`src/rtl/instr_fetch_unit.sv`:
```
// Instruction fetch front-end: issues in-order word fetches over a req/gnt/rvalid
// interface, buffers responses in a small FIFO for decode, and restarts fetch at
// the branch/jump target, discarding any responses still in flight.
module instr_fetch_unit #(
  parameter logic [31:0] RESET_PC   = 32'h0000_0000,
  parameter int unsigned FIFO_DEPTH = 2
) (
  input  logic        i_clk,
  input  logic        i_rst_n,
  input  logic        i_B_J_result,
  input  logic [31:0] i_target_pc,
  output logic        o_imem_req,
  output logic [31:0] o_imem_addr,
  input  logic        i_imem_gnt,
  input  logic        i_imem_rvalid,
  input  logic [31:0] i_imem_rdata,
  output logic        o_instr_valid,
  output logic [31:0] o_instr,
  output logic [31:0] o_pc,
  input  logic        i_id_ready,
  output logic        o_misaligned
);

  localparam int unsigned PtrW = (FIFO_DEPTH > 1) ? $clog2(FIFO_DEPTH) : 1;
  localparam int unsigned CntW = $clog2(FIFO_DEPTH + 1);
  localparam int unsigned SumW = CntW + 1;
  localparam logic [SumW-1:0] Credit = SumW'(FIFO_DEPTH);

  typedef enum logic [0:0] {StBoot, StRun} state_e;

  state_e          state_q;
  logic [31:0]     fetch_pc_q;
  logic [31:0]     resp_pc_q;
  logic [CntW-1:0] outstanding_q;
  logic [CntW-1:0] discard_q;
  logic [CntW-1:0] count_q;
  logic [PtrW-1:0] rd_ptr_q;
  logic [PtrW-1:0] wr_ptr_q;
  logic [31:0]     fifo_pc_q    [FIFO_DEPTH];
  logic [31:0]     fifo_instr_q [FIFO_DEPTH];
  logic            misaligned_q;

  logic [SumW-1:0] in_use;
  logic            req;
  logic            accept;
  logic            drop;
  logic            push;
  logic            pop;
  logic [CntW-1:0] outstanding_next;

  // Credit check, handshake decode and response routing.
  always_comb begin
    in_use           = {1'b0, outstanding_q} + {1'b0, count_q};
    req              = (state_q == StRun) && !i_B_J_result && (in_use < Credit);
    accept           = req && i_imem_gnt;
    // A response arriving in the redirect cycle is stale as well.
    drop             = i_imem_rvalid && (i_B_J_result || (discard_q != '0));
    push             = i_imem_rvalid && !drop;
    pop              = (count_q != '0) && i_id_ready && !i_B_J_result;
    outstanding_next = outstanding_q + CntW'(accept) - CntW'(i_imem_rvalid);
  end

  // Boot sequencing, PC tracking and in-flight/discard accounting.
  always_ff @(posedge i_clk or negedge i_rst_n) begin
    if (!i_rst_n) begin
      state_q       <= StBoot;
      fetch_pc_q    <= RESET_PC;
      resp_pc_q     <= RESET_PC;
      outstanding_q <= '0;
      discard_q     <= '0;
      misaligned_q  <= 1'b0;
    end else begin
      if (state_q == StBoot) begin
        state_q <= StRun;
      end
      outstanding_q <= outstanding_next;
      misaligned_q  <= i_B_J_result && (i_target_pc[1:0] != 2'b00);
      if (i_B_J_result) begin
        fetch_pc_q <= {i_target_pc[31:2], 2'b00};
        resp_pc_q  <= {i_target_pc[31:2], 2'b00};
        // Everything still in flight after this cycle belongs to the old stream.
        discard_q  <= outstanding_next;
      end else begin
        if (accept) begin
          fetch_pc_q <= fetch_pc_q + 32'd4;
        end
        if (push) begin
          resp_pc_q <= resp_pc_q + 32'd4;
        end
        if (i_imem_rvalid && (discard_q != '0)) begin
          discard_q <= discard_q - CntW'(1);
        end
      end
    end
  end

  // Instruction buffer; flushed on redirect, simultaneous push and pop allowed.
  always_ff @(posedge i_clk or negedge i_rst_n) begin
    if (!i_rst_n) begin
      rd_ptr_q     <= '0;
      wr_ptr_q     <= '0;
      count_q      <= '0;
      fifo_pc_q    <= '{default: '0};
      fifo_instr_q <= '{default: '0};
    end else if (i_B_J_result) begin
      rd_ptr_q <= '0;
      wr_ptr_q <= '0;
      count_q  <= '0;
    end else begin
      if (push) begin
        fifo_pc_q[wr_ptr_q]    <= resp_pc_q;
        fifo_instr_q[wr_ptr_q] <= i_imem_rdata;
        wr_ptr_q               <= wr_ptr_q + PtrW'(1);
      end
      if (pop) begin
        rd_ptr_q <= rd_ptr_q + PtrW'(1);
      end
      count_q <= count_q + CntW'(push) - CntW'(pop);
    end
  end

  // Output drive; request must drop in the same cycle as a redirect.
  always_comb begin
    o_imem_req    = req;
    o_imem_addr   = fetch_pc_q;
    o_instr_valid = (count_q != '0);
    o_instr       = fifo_instr_q[rd_ptr_q];
    o_pc          = fifo_pc_q[rd_ptr_q];
    o_misaligned  = misaligned_q;
  end

`ifndef SYNTHESIS
  // Accounting stays inside the credit window by construction.
  a_rvalid_underflow : assert property (@(posedge i_clk) disable iff (!i_rst_n)
      i_imem_rvalid |-> (outstanding_q != '0));
  a_credit_overflow : assert property (@(posedge i_clk) disable iff (!i_rst_n)
      in_use <= Credit);
  a_discard_bound : assert property (@(posedge i_clk) disable iff (!i_rst_n)
      discard_q <= outstanding_q);
  a_fifo_overflow : assert property (@(posedge i_clk) disable iff (!i_rst_n)
      push |-> ({1'b0, count_q} < Credit));
`endif

endmodule

```
`config.mk`:
```
export PLATFORM = sky130hd
export DESIGN_NAME = instr_fetch_unit
export DESIGN_NICKNAME = d
export VERILOG_FILES = /design/src/rtl/instr_fetch_unit.sv
export SDC_FILE = /design/constraint.sdc
export NUM_CORES = 1
export LEC_CHECK = 0
export BUFFER_PORTS_ARGS = -buffer_cell sky130_fd_sc_hd__clkbuf_2
export CORE_ASPECT_RATIO = 0.9
export CORE_MARGIN = 2
export CORE_UTILIZATION = 55
export DETAILED_ROUTE_END_ITERATION = 8
export GPL_TIMING_DRIVEN = 0
export PLACE_DENSITY = 0.86
export SETUP_SLACK_MARGIN = 0.2
export SLEW_MARGIN = 5
export SYNTH_ARGS = -nofsm -noshare
export SYNTH_HDL_FRONTEND = slang
export SYNTH_SLANG_ARGS = --single-unit
```
`constraint.sdc`:
```
create_clock -name i_clk -period 2.75 [get_ports i_clk]
set_input_delay 0.275 -clock i_clk [delete_from_list [all_inputs] [get_ports i_clk]]
set_output_delay 0.275 -clock i_clk [all_outputs]
set_load 0.05 [all_outputs]
```
==> impl_metrics.ini, run 1 <==
[yosys]
synth_mux_area_frac = 0.2375
yosys.cell_types.count = 54
count_of_flip_flops_with_a_built_in_enable_after_synthesis = 0
flip_flop_and_latch_count_after_synthesis = 194
netlist_instances = 788
postSynthAreaPerCell_um2 = 12.09
synthesized_area_fraction_occupied_by_and_or_nand_nor_cells = 0.1261
synth-warning-count = 0
synth_compound_area_frac = 0.05832
postSynth.asyncResetShare = 1.000
synth_sequential_area_ratio = 0.5097
synth.cell_area_um2 = 9525
synthFlopType = dfrtp_1
synth-adder-area-share = 0.01130
synth_xor_area_frac = 0.02666
synth_top_family_by_area = multiplexers

[critical_path]
regToRegStartpoint = outstanding_q[0]
regToRegSetupSlack_ns = 0.16
cp-start-kind = flip-flop
worstRegToRegCells = 12
critPathKind = reg2reg
timing.critical_path.to_type = flip-flop
worst-endpoint-required_ns = 3.11
critical_path.reg2reg.endpoint = discard_q[1]
worstPathArrival_ns = 2.96
crit_path_max_fanout = 3

[grt]
grt_util_all_layers = 0.2749
grt_remaining_overflow = 0
largest_net_degree_at_the_start_of_global_routing = 103
initial_antenna_violation_count = 0
grt_pass1_vias = 7103
grt_pass1_wl_um = 38580

[cts]
root_buffer = clkbuf_16
tritoncts_num_sinks = 194
number_of_buffers_added_by_the_clock_tree_synthesis_step = 17
clk_pin_slew_worst_paths_ns = 0.07
max-clock-path-buffers = 2
worst_skew_pair.late_latency_ns = 0.44
cts_tree = done
h_tree_lvls = 4

[floorplanning]
total_die_area_um2 = 18390
coreArea_um2 = 16890
start_util = 0.5639
die-width_um = 142.7
top_ports = 169
die_extent_in_y_um = 128.8
placementRows = 45

[finish]
drive_above_1_share = 0.4655
final_nets = 1067
fillers = 1215
final_core_util = 0.6838
layout.cells.most_common_list = 200 x mux2_2, 194 x dfrtp_1, 178 x clkbuf_2, 36 x nand2_1, 31 x nor2_1
area_growth_syn_to_layout_pct = 21.25
antenna_cells = 0
layout_commonest_cell = mux2_2

[timing]
totalNegativeSetupSlack_ns = 0
timing.final.max_slew_violations = 0
post-route-period-util = 0.9431
worst-slew-pin-transition_ns = 0.7515
period_needed_ns = 2.594
grt_setup_unrepaired = yes
timing.fmax_ghz = 0.3856
setup_viol = 0
maxSlewHeadroom = 0.4990
clock-skew-final_ns = 0.008502
timing.final.hold_violations = 0

[routing]
drt-pass1-iter-count = 6
ant_nets = 0
final_wl_um = 24810
detailedRoute.firstIterationViolations = 912
route.detailed.drc = 0
avgRoutedWirePerCell_um = 20.47
via_per_inst = 6.189
via_count_of_the_routed_design = 7501

[worst_hold_path]
min_path_cells = 3
source_of_the_worst_hold_timing_path = i_target_pc[0]
hold_critical_path_endpoint = o_misaligned
hp-class = in2reg

[placement]
gp_congestion = 0.9528
place.detailed.hpwl_um = 17610
portBuffers = 164

[pwr]
power.density_nw_per_um2 = 1109
power.static_leakage_uw = 0.005107
worst_ir_drop_vdd_v = 0.001039

[run]
max_cap_violations = 0

[run_status]
outcome = finished, final reports clean
[Yosys cell counts (all sizes together), types with 2 or more instances]
library cell / number / area share
a211oi: 5 / 0.0039
a21oi: 8 / 0.0042
a31oi: 22 / 0.014
and2: 5 / 0.0033
and3: 7 / 0.0047
and4: 11 / 0.010
buf: 13 / 0.0072
clkbuf: 35 / 0.018
conb: 2 / 0.00079
dfrtp: 194 / 0.51
ha: 7 / 0.0092
inv: 11 / 0.0043
mux2: 200 / 0.24
nand2: 37 / 0.015
nand2b: 3 / 0.0020
nand3: 29 / 0.015
nand4: 27 / 0.019
nor2: 32 / 0.013
nor2b: 4 / 0.0026
nor3: 11 / 0.0058
nor4: 11 / 0.0072
nor4b: 4 / 0.0037
o211ai: 3 / 0.0024
o21a: 3 / 0.0024
o21ai: 14 / 0.0074
o311ai: 4 / 0.0037
o31ai: 14 / 0.011
o41ai: 3 / 0.0028
or2: 2 / 0.0013
or3: 8 / 0.0053
or4: 18 / 0.015
xnor2: 20 / 0.018
xor2: 9 / 0.0083
[critical path, cell delays in order, from the launching register on]
cell,delay [ns]
dfrtp_1,0.39
and2_4,0.16
fa_2,0.46
and4bb_2,0.32
buf_8,0.11
nand2_4,0.06
ha_4,0.28
inv_2,0.04
ha_4,0.16
xnor2_4,0.19
xnor2_2,0.15
nand2_1,0.09
o21ai_1,0.11
[power by group]
part	total (µW)	switching, µW	internal (µW)
combinational	5810	3700	2100
sequential	4530	642	3890
clock	2470	1120	1350
total	12800	5460	7340
[flip-flops by register name (all words and copies together) (netlist names)]
signal and flops:
fifo_instr_q 64, fifo_pc_q 60, o_imem_addr 30, resp_pc_q 30, count_q 2, discard_q 2, outstanding_q 2, o_misaligned 1
rd_ptr_q 1, state_q 1, wr_ptr_q 1
[what timing repair did]
item / 4_1_cts / 5_1_grt
hold buffers: 1 / 0
resized for setup: 23 / 32
endpoints found under the setup margin: 129 / 62
hold endpoints to repair: 92 / 0
pin swaps: 4 / 11
setup buffers: 7 / 6
[kinds of logic (layout without fill, tap and decap cells)]
logic type,after synthesis,after routing
adders and majority gates,8,8
AOI/OAI and AO/OA,83,83
muxes,201,201
buffers and inverters,59,269
and+or+nand+nor,212,212
other,2,5
xor gates and xnor gates,29,29
DFF,194,194
[metal layers]
metal | global-route usage | wire length [µm] | share of wire
met1 | 0.3811 | 10210 | 0.41
met2 | 0.4333 | 11990 | 0.48
met3 | 0.05992 | 1905 | 0.077
met4 | 0.09610 | 692 | 0.028
met5 | 0 | 0 | 0
[area by class of cell]
type | count | area, µm² | share of cell area
plain buffers | 48 | 275.3 | 0.02383
repair buffers | 179 | 983.4 | 0.08515
inverters | 11 | 41.29 | 0.003575
clock buffers | 21 | 480.5 | 0.04160
clock inverters | 10 | 102.6 | 0.008883
well taps | 211 | 264.0 | 0.02286
flip-flops and latches | 194 | 4855 | 0.4203
multi-input cells | 538 | 4548 | 0.3938
[through the flow]
| step | power, µW | setup WS, ns | std cells | hold slack, ns | instance area, µm² |
|---|---|---|---|---|---|
| floorplan | 8828 | 0.2475 | 791 | -0.02059 | 9552 |
| global placement | 9942 | -2.244 | 1166 | 0.4661 | 10640 |
| detailed placement | 10130 | -0.2809 | 1167 | 0.4039 | 10670 |
| CTS | 12720 | 0.1243 | 1206 | 0.04928 | 11400 |
| global route | 13370 | 0.02953 | 1212 | 0.05426 | 11550 |
| finish | 12810 | 0.1564 | 1212 | 0.05631 | 11550 |
[how the worst max path moves through the flow]
stage / startpoint / endpoint
2_1_floorplan: outstanding_q[0] / discard_q[1]
3_3_place_gp: i_rst_n / fifo_instr_q[10]
3_5_place_dp: count_q[0] / o_imem_addr[31]
4_1_cts: outstanding_q[0] / discard_q[1]
5_1_grt: count_q[0] / discard_q[1]
6_report: outstanding_q[0] / discard_q[1]
(Power assumes the default switching activity.)
==> run 2: changes to the inputs <==
Settings changed: CELL_PAD_IN_SITES_DETAIL_PLACEMENT set to 1, CELL_PAD_IN_SITES_GLOBAL_PLACEMENT set to 1, CORE_UTILIZATION 55 to 45, PLACE_DENSITY 0.86 to 0.87, REMOVE_ABC_BUFFERS set to 1.
==> run 2 against run 1 <==
  * Critical path depth fell by 1
  * Clock power rose by 3%
  * Global-route usage fell by 3.0 points
  * Clock-buffer cell count fell by 2
  * Combinational power fell by 2%
  * Die area rose by 22%
  * Sequential power rose by 1%
  * Register-to-register slack got worse by 0.06 ns
  * Setup slack got worse by 0.058 ns
  * Fmax fell by 2.2%
  * Via count fell by 3.3%
==> impl_metrics.ini, run 2 (synthesized netlist as in run 1, its figures left out) <==
[grt]
largest_net_degree_at_the_start_of_global_routing = 109
met2_usage = 0.4176
initial_antenna_violation_count = 0
grt_pass1_wl_um = 41970
grt_pass1_vias = 7574
grt_most_used_layer = met2
grt_util_all_layers = 0.2445
groute.layer.met3.usage = 0.06181
met1_track_usage_gr = 0.3107
grt_remaining_overflow = 0

[routing]
final_wl_um = 27180
avgRoutedWirePerCell_um = 21.74
route.detailed.drc = 0
ant_nets = 0
via_per_inst = 5.800
detailedRoute.firstIterationViolations = 353
drt-pass1-iter-count = 4
via_count_of_the_routed_design = 7250

[placement]
gp_congestion = 0.8617
dp_cells = 1203
place.detailed.hpwl_um = 18450
dp_worst_setup_slack_ns = -0.7493
portBuffers = 164

[worst_hold_path]
source_of_the_worst_hold_timing_path = i_target_pc[0]
hold_critical_path_endpoint = o_misaligned
hp-class = in2reg
min_path_cells = 3

[cts]
h_tree_lvls = 4
number_of_buffers_added_by_the_clock_tree_synthesis_step = 17
tritoncts_num_sinks = 194
max-clock-path-buffers = 2
root_buffer = clkbuf_16
cts_tree = done
worst_skew_pair.late_latency_ns = 0.44
clk_pin_slew_worst_paths_ns = 0.07

[pwr]
pwr-share-comb = 0.442
power.static_leakage_uw = 0.005018
switchingPower_uw = 5433
internal_power_uw = 7380
p_seq_frac = 0.359
switching_share = 0.4240
power.density_nw_per_um2 = 1107
pwr-share-clk = 0.199
worst_ir_drop_vdd_v = 0.0006433
power_uw = 12810

[critical_path]
worstPathArrival_ns = 3.01
critical_path.reg2reg.endpoint = discard_q[1]
worstRegToRegCells = 11
regToRegStartpoint = count_q[0]
worst-endpoint-required_ns = 3.11
regToRegSetupSlack_ns = 0.1
crit_path_max_fanout = 3
cp-start-kind = flip-flop
timing.critical_path.to_type = flip-flop
critPathKind = reg2reg

[timing]
timing.final.hold_violations = 0
grt_setup_unrepaired = yes
final_critical_path_setup_slack_ns = 0.09845
period_needed_ns = 2.652
post-route-period-util = 0.9642
clock-skew-final_ns = 0.01027
timing.fmax_ghz = 0.3771
worst-slew-pin-transition_ns = 0.7034
setup_viol = 0
timing.final.max_slew_violations = 0
totalNegativeSetupSlack_ns = 0
maxSlewHeadroom = 0.5311

[finish]
largest_register_ff_count = 64
final_cell_count_no_fill = 1250
layout_commonest_cell = mux2_2
layout_top_registers = fifo_instr_q: 64 flops, fifo_pc_q: 60 flops
antenna_cells = 0
drive_above_1_share = 0.4658
final_nets = 1030
registers.top_by_ff_count = fifo_instr_q
area_growth_syn_to_layout_pct = 21.49
layout.cells.most_common_list = 200 x mux2_2, 193 x dfrtp_1, 161 x clkbuf_2, 36 x nand2_1, 31 x nor2_1
final_core_util = 0.5572

[floorplanning]
coreArea_um2 = 20770
die-width_um = 157.4
top_ports = 169
start_util = 0.4586
die_extent_in_y_um = 142.0
placementRows = 50
total_die_area_um2 = 22350

[run_status]
outcome = finished, final reports clean

[run]
max_cap_violations = 0
## run 2: changes by cell type in the layout (fill, tap and decap cells not counted), moves of 3 or more
cell,delta
clkbuf_8,-7
buf_4,-4
clkinv_4,-3
buf_1,-4
clkbuf_1,-13
buf_2,-3
clkbuf_2,-17
## run 2: through the flow
| stage | cell area (µm²) | hold WS [ns] |
|---|---|---|
| after global placement | 10470 | 0.4590 |
| after CTS | 11410 | 0.06013 |
| after floorplan | 9295 | -0.02059 |
| after detailed placement | 10680 | 0.3861 |
| final | 11570 | 0.06896 |
| after global routing | 11570 | 0.06386 |
## run 2: repair_timing
action                                  4_1_cts  5_1_grt
cloned                                        1        1
hold buffers                                  1        0
pin swaps                                     1        8
buffers inserted                              5        8
endpoints found under the hold margin        86        0
endpoints found under the setup margin       83       19
gates resized for setup                      14       21
## run 2: layout make-up
class	instances	area, µm²
Fill cell	2189	9198
Sequential cell	194	4858
Timing Repair Buffer	188	1145
Clock buffer	19	432.9
Inverter	11	48.80
Multi-Input combinational cell	540	4573
Clock inverter	12	156.4
Tap cell	286	357.8
## run 2: power by group through the flow
stage               Combinational, µW  Clock (µW)  Sequential [µW]
floorplan                        4190           0             4590
global placement                 5310           0             4570
detailed placement               5520           0             4640
CTS                              5610        2610             4600
global route                     6000        2730             4740
finish                           5670        2550             4590
## run 2: worst max path at each step
stage	end	from	slack (ns)
floorplan	fifo_instr_q[32]	i_B_J_result	-2.17
global placement	fifo_instr_q[32]	i_B_J_result	-5.73
detailed placement	fifo_instr_q[50]	i_B_J_result	-0.75
CTS	o_imem_req	outstanding_q[0]	0.03
global route	discard_q[1]	count_q[0]	-0.02
finish	discard_q[1]	count_q[0]	0.1
## run 2: metal layers
metal  vias up  share of wire
met4         0          0.015
met3        37          0.061
met5         -              0
met2       222           0.51
met1      3740           0.42
li1       3251              -
## run 2: critical path, cell delays in order (launching register included)
cell	delay [ns]
dfrtp_1	0.40
and2_4	0.15
fa_1	0.53
and4bb_4	0.39
nand2_4	0.07
ha_4	0.26
inv_1	0.03
ha_2	0.16
xnor2_1	0.14
xnor2_1	0.23
nand2_1	0.09
o21ai_1	0.11
==> run 3: changes to the inputs <==
Settings changed: PLACE_DENSITY 0.87 to 0.9.
==> run 3 against run 2 <==
  * Via count hardly changed
  * Clock skew is 0.0027 ns higher
  * First-iteration DRC count is 13% higher
  * Critical path depth stayed put
  * Sequential power hardly changed
  * Global-route usage is 0.13 points lower
  * Core utilization is 0.25 points lower
  * Largest power group unchanged
  * Highest routed layer is now met5
==> impl_metrics.ini, run 3 (synthesized netlist as in run 1, its figures left out) <==
[grt]
largest_net_degree_at_the_start_of_global_routing = 104
groute.layer.met3.usage = 0.05664
grt_pass1_wl_um = 42060
met1_track_usage_gr = 0.3002
met2_usage = 0.4291
grt_remaining_overflow = 0
grt_pass1_vias = 7728
grt_most_used_layer = met2
initial_antenna_violation_count = 1
grt_util_all_layers = 0.2432

[timing]
timing.final.max_slew_violations = 0
totalNegativeSetupSlack_ns = 0
grt_setup_unrepaired = yes
clock-skew-final_ns = 0.01299
timing.fmax_ghz = 0.3856
maxSlewHeadroom = 0.4930
post-route-period-util = 0.9430
timing.final.hold_violations = 0
worst-slew-pin-transition_ns = 0.7604
setup_viol = 0
period_needed_ns = 2.593

[routing]
ant_nets = 0
via_count_of_the_routed_design = 7251
final_wl_um = 26880
drt-pass1-iter-count = 4
detailedRoute.firstIterationViolations = 399
avgRoutedWirePerCell_um = 21.45
via_per_inst = 5.787
route.detailed.drc = 0

[pwr]
power.density_nw_per_um2 = 1101
power.static_leakage_uw = 0.004988
worst_ir_drop_vdd_v = 0.0005822

[worst_hold_path]
source_of_the_worst_hold_timing_path = i_imem_rdata[20]
hp-class = in2reg

[run]
max_cap_violations = 0

[placement]
gp_congestion = 0.8528
place.detailed.hpwl_um = 18380
portBuffers = 164
dp_cells = 1203

[finish]
layout_commonest_cell = mux2_2
final_cell_count_no_fill = 1253
layout_top_registers = fifo_instr_q: 64 flops, fifo_pc_q: 60 flops
layout.cells.most_common_list = 200 x mux2_2, 193 x dfrtp_1, 161 x clkbuf_2, 36 x nand2_1, 31 x nor2_1
antenna_cells = 0
final_core_util = 0.5547
final_nets = 1032
drive_above_1_share = 0.4674
area_growth_syn_to_layout_pct = 20.95
largest_register_ff_count = 64
registers.top_by_ff_count = fifo_instr_q

[cts]
worst_skew_pair.late_latency_ns = 0.44
tritoncts_num_sinks = 194
number_of_buffers_added_by_the_clock_tree_synthesis_step = 17
max-clock-path-buffers = 2
cts_tree = done
clk_pin_slew_worst_paths_ns = 0.07
root_buffer = clkbuf_16
h_tree_lvls = 4

[critical_path]
critPathKind = reg2reg
cp-start-kind = flip-flop
worst_path_cell_chain = and2_4, fa_2, and4bb_4, nand2_2, ha_1, inv_1, ha_2, xnor2_2, xnor2_2, nand2_1, o21ai_2
crit_path_max_fanout = 3
worst_path_dominant_cell_family = adder cells
worst_path_max_delay_cell = fa_2
critical_path.most_common_cell = xnor2_2
timing.critical_path.to_type = flip-flop
timing.critical_path.from = count_q[0]
worstPathArrival_ns = 2.95
critical-path-max-stage-delay_ns = 0.51
regToRegStartpoint = count_q[0]
worst-endpoint-required_ns = 3.11
cp_num_buf_inv = 1

[floorplanning]
total_die_area_um2 = 22350
top_ports = 169
die-width_um = 157.4
die_extent_in_y_um = 142.0
start_util = 0.4586
placementRows = 50
coreArea_um2 = 20770

[run_status]
outcome = finished, final reports clean
-- run 3: cell types whose count changed in the layout (fill, tap and decap cells not counted), moves of 2 or more --
cell,before,now
bufinv_16,3,1
xnor2_1,20,18
clkinvlp_4,1,4
xnor2_2,0,2
inv_6,3,5
-- run 3: timing repair --
action                                  CTS  global route
gates cloned                              1             1
endpoints found under the setup margin   85            22
resized for setup                        13            16
hold endpoints to repair                 91             0
pin swaps                                 2             9
setup buffers                             6             9
hold buffers                              1             0
-- run 3: worst register-to-register path: cells and delay by family (launching register included) --
family	cells	cell delay, ns
flip-flops	1	0.40
AND/OR/NAND/NOR	4	0.66
XOR/XNOR	2	0.35
buffers and inverters	1	0.05
adder cells (fa/ha/maj)	3	0.98
AO/OA/AOI/OAI	1	0.09
-- run 3: stage by stage --
| stage | hold slack (ns) | power (µW) | setup slack [ns] | instance area, µm² |
|---|---|---|---|---|
| floorplan | -0.02059 | 8778 | -2.169 | 9295 |
| global placement | 0.4577 | 9873 | -5.647 | 10470 |
| detailed placement | 0.3905 | 10140 | -0.7610 | 10670 |
| CTS | 0.06958 | 12720 | 0.1154 | 11390 |
| global route | 0.07380 | 13330 | 0.07965 | 11520 |
| finish | 0.08266 | 12680 | 0.1568 | 11520 |
-- run 3: final timing paths --
path,to,slack (ns),cells past startpoint
max in group asynchronous,fifo_pc_q[41],1.28,3
hold reg to reg,fifo_pc_q[21],0.49,2
setup reg to reg,discard_q[1],0.16,11
setup / recovery,discard_q[1],0.16,11
hold / removal,fifo_instr_q[52],0.08,2
min in group asynchronous,fifo_pc_q[54],0.47,2
-- run 3: area by class of cell --
type | instances | area [µm²]
clock buffer | 19 | 442.9
clock inverter | 13 | 125.1
fill | 2225 | 9249
inverter | 11 | 46.29
multi-input combinational | 540 | 4542
sequential | 194 | 4858
tap | 286 | 357.8
timing repair buffer | 190 | 1149
-- run 3: metal layers --
metal	share of wire	wire [µm]
met5	0.00067	18
met4	0.011	291
met3	0.059	1574
met2	0.52	13910
met1	0.41	11080
-- run 3: report_power, final --
group          switching, µW  leakage, µW  total, µW  internal [µW]
combinational           3610      0.00236       5650           2040
sequential               694      0.00236       4580           3890
clock                   1160     0.000269       2450           1290
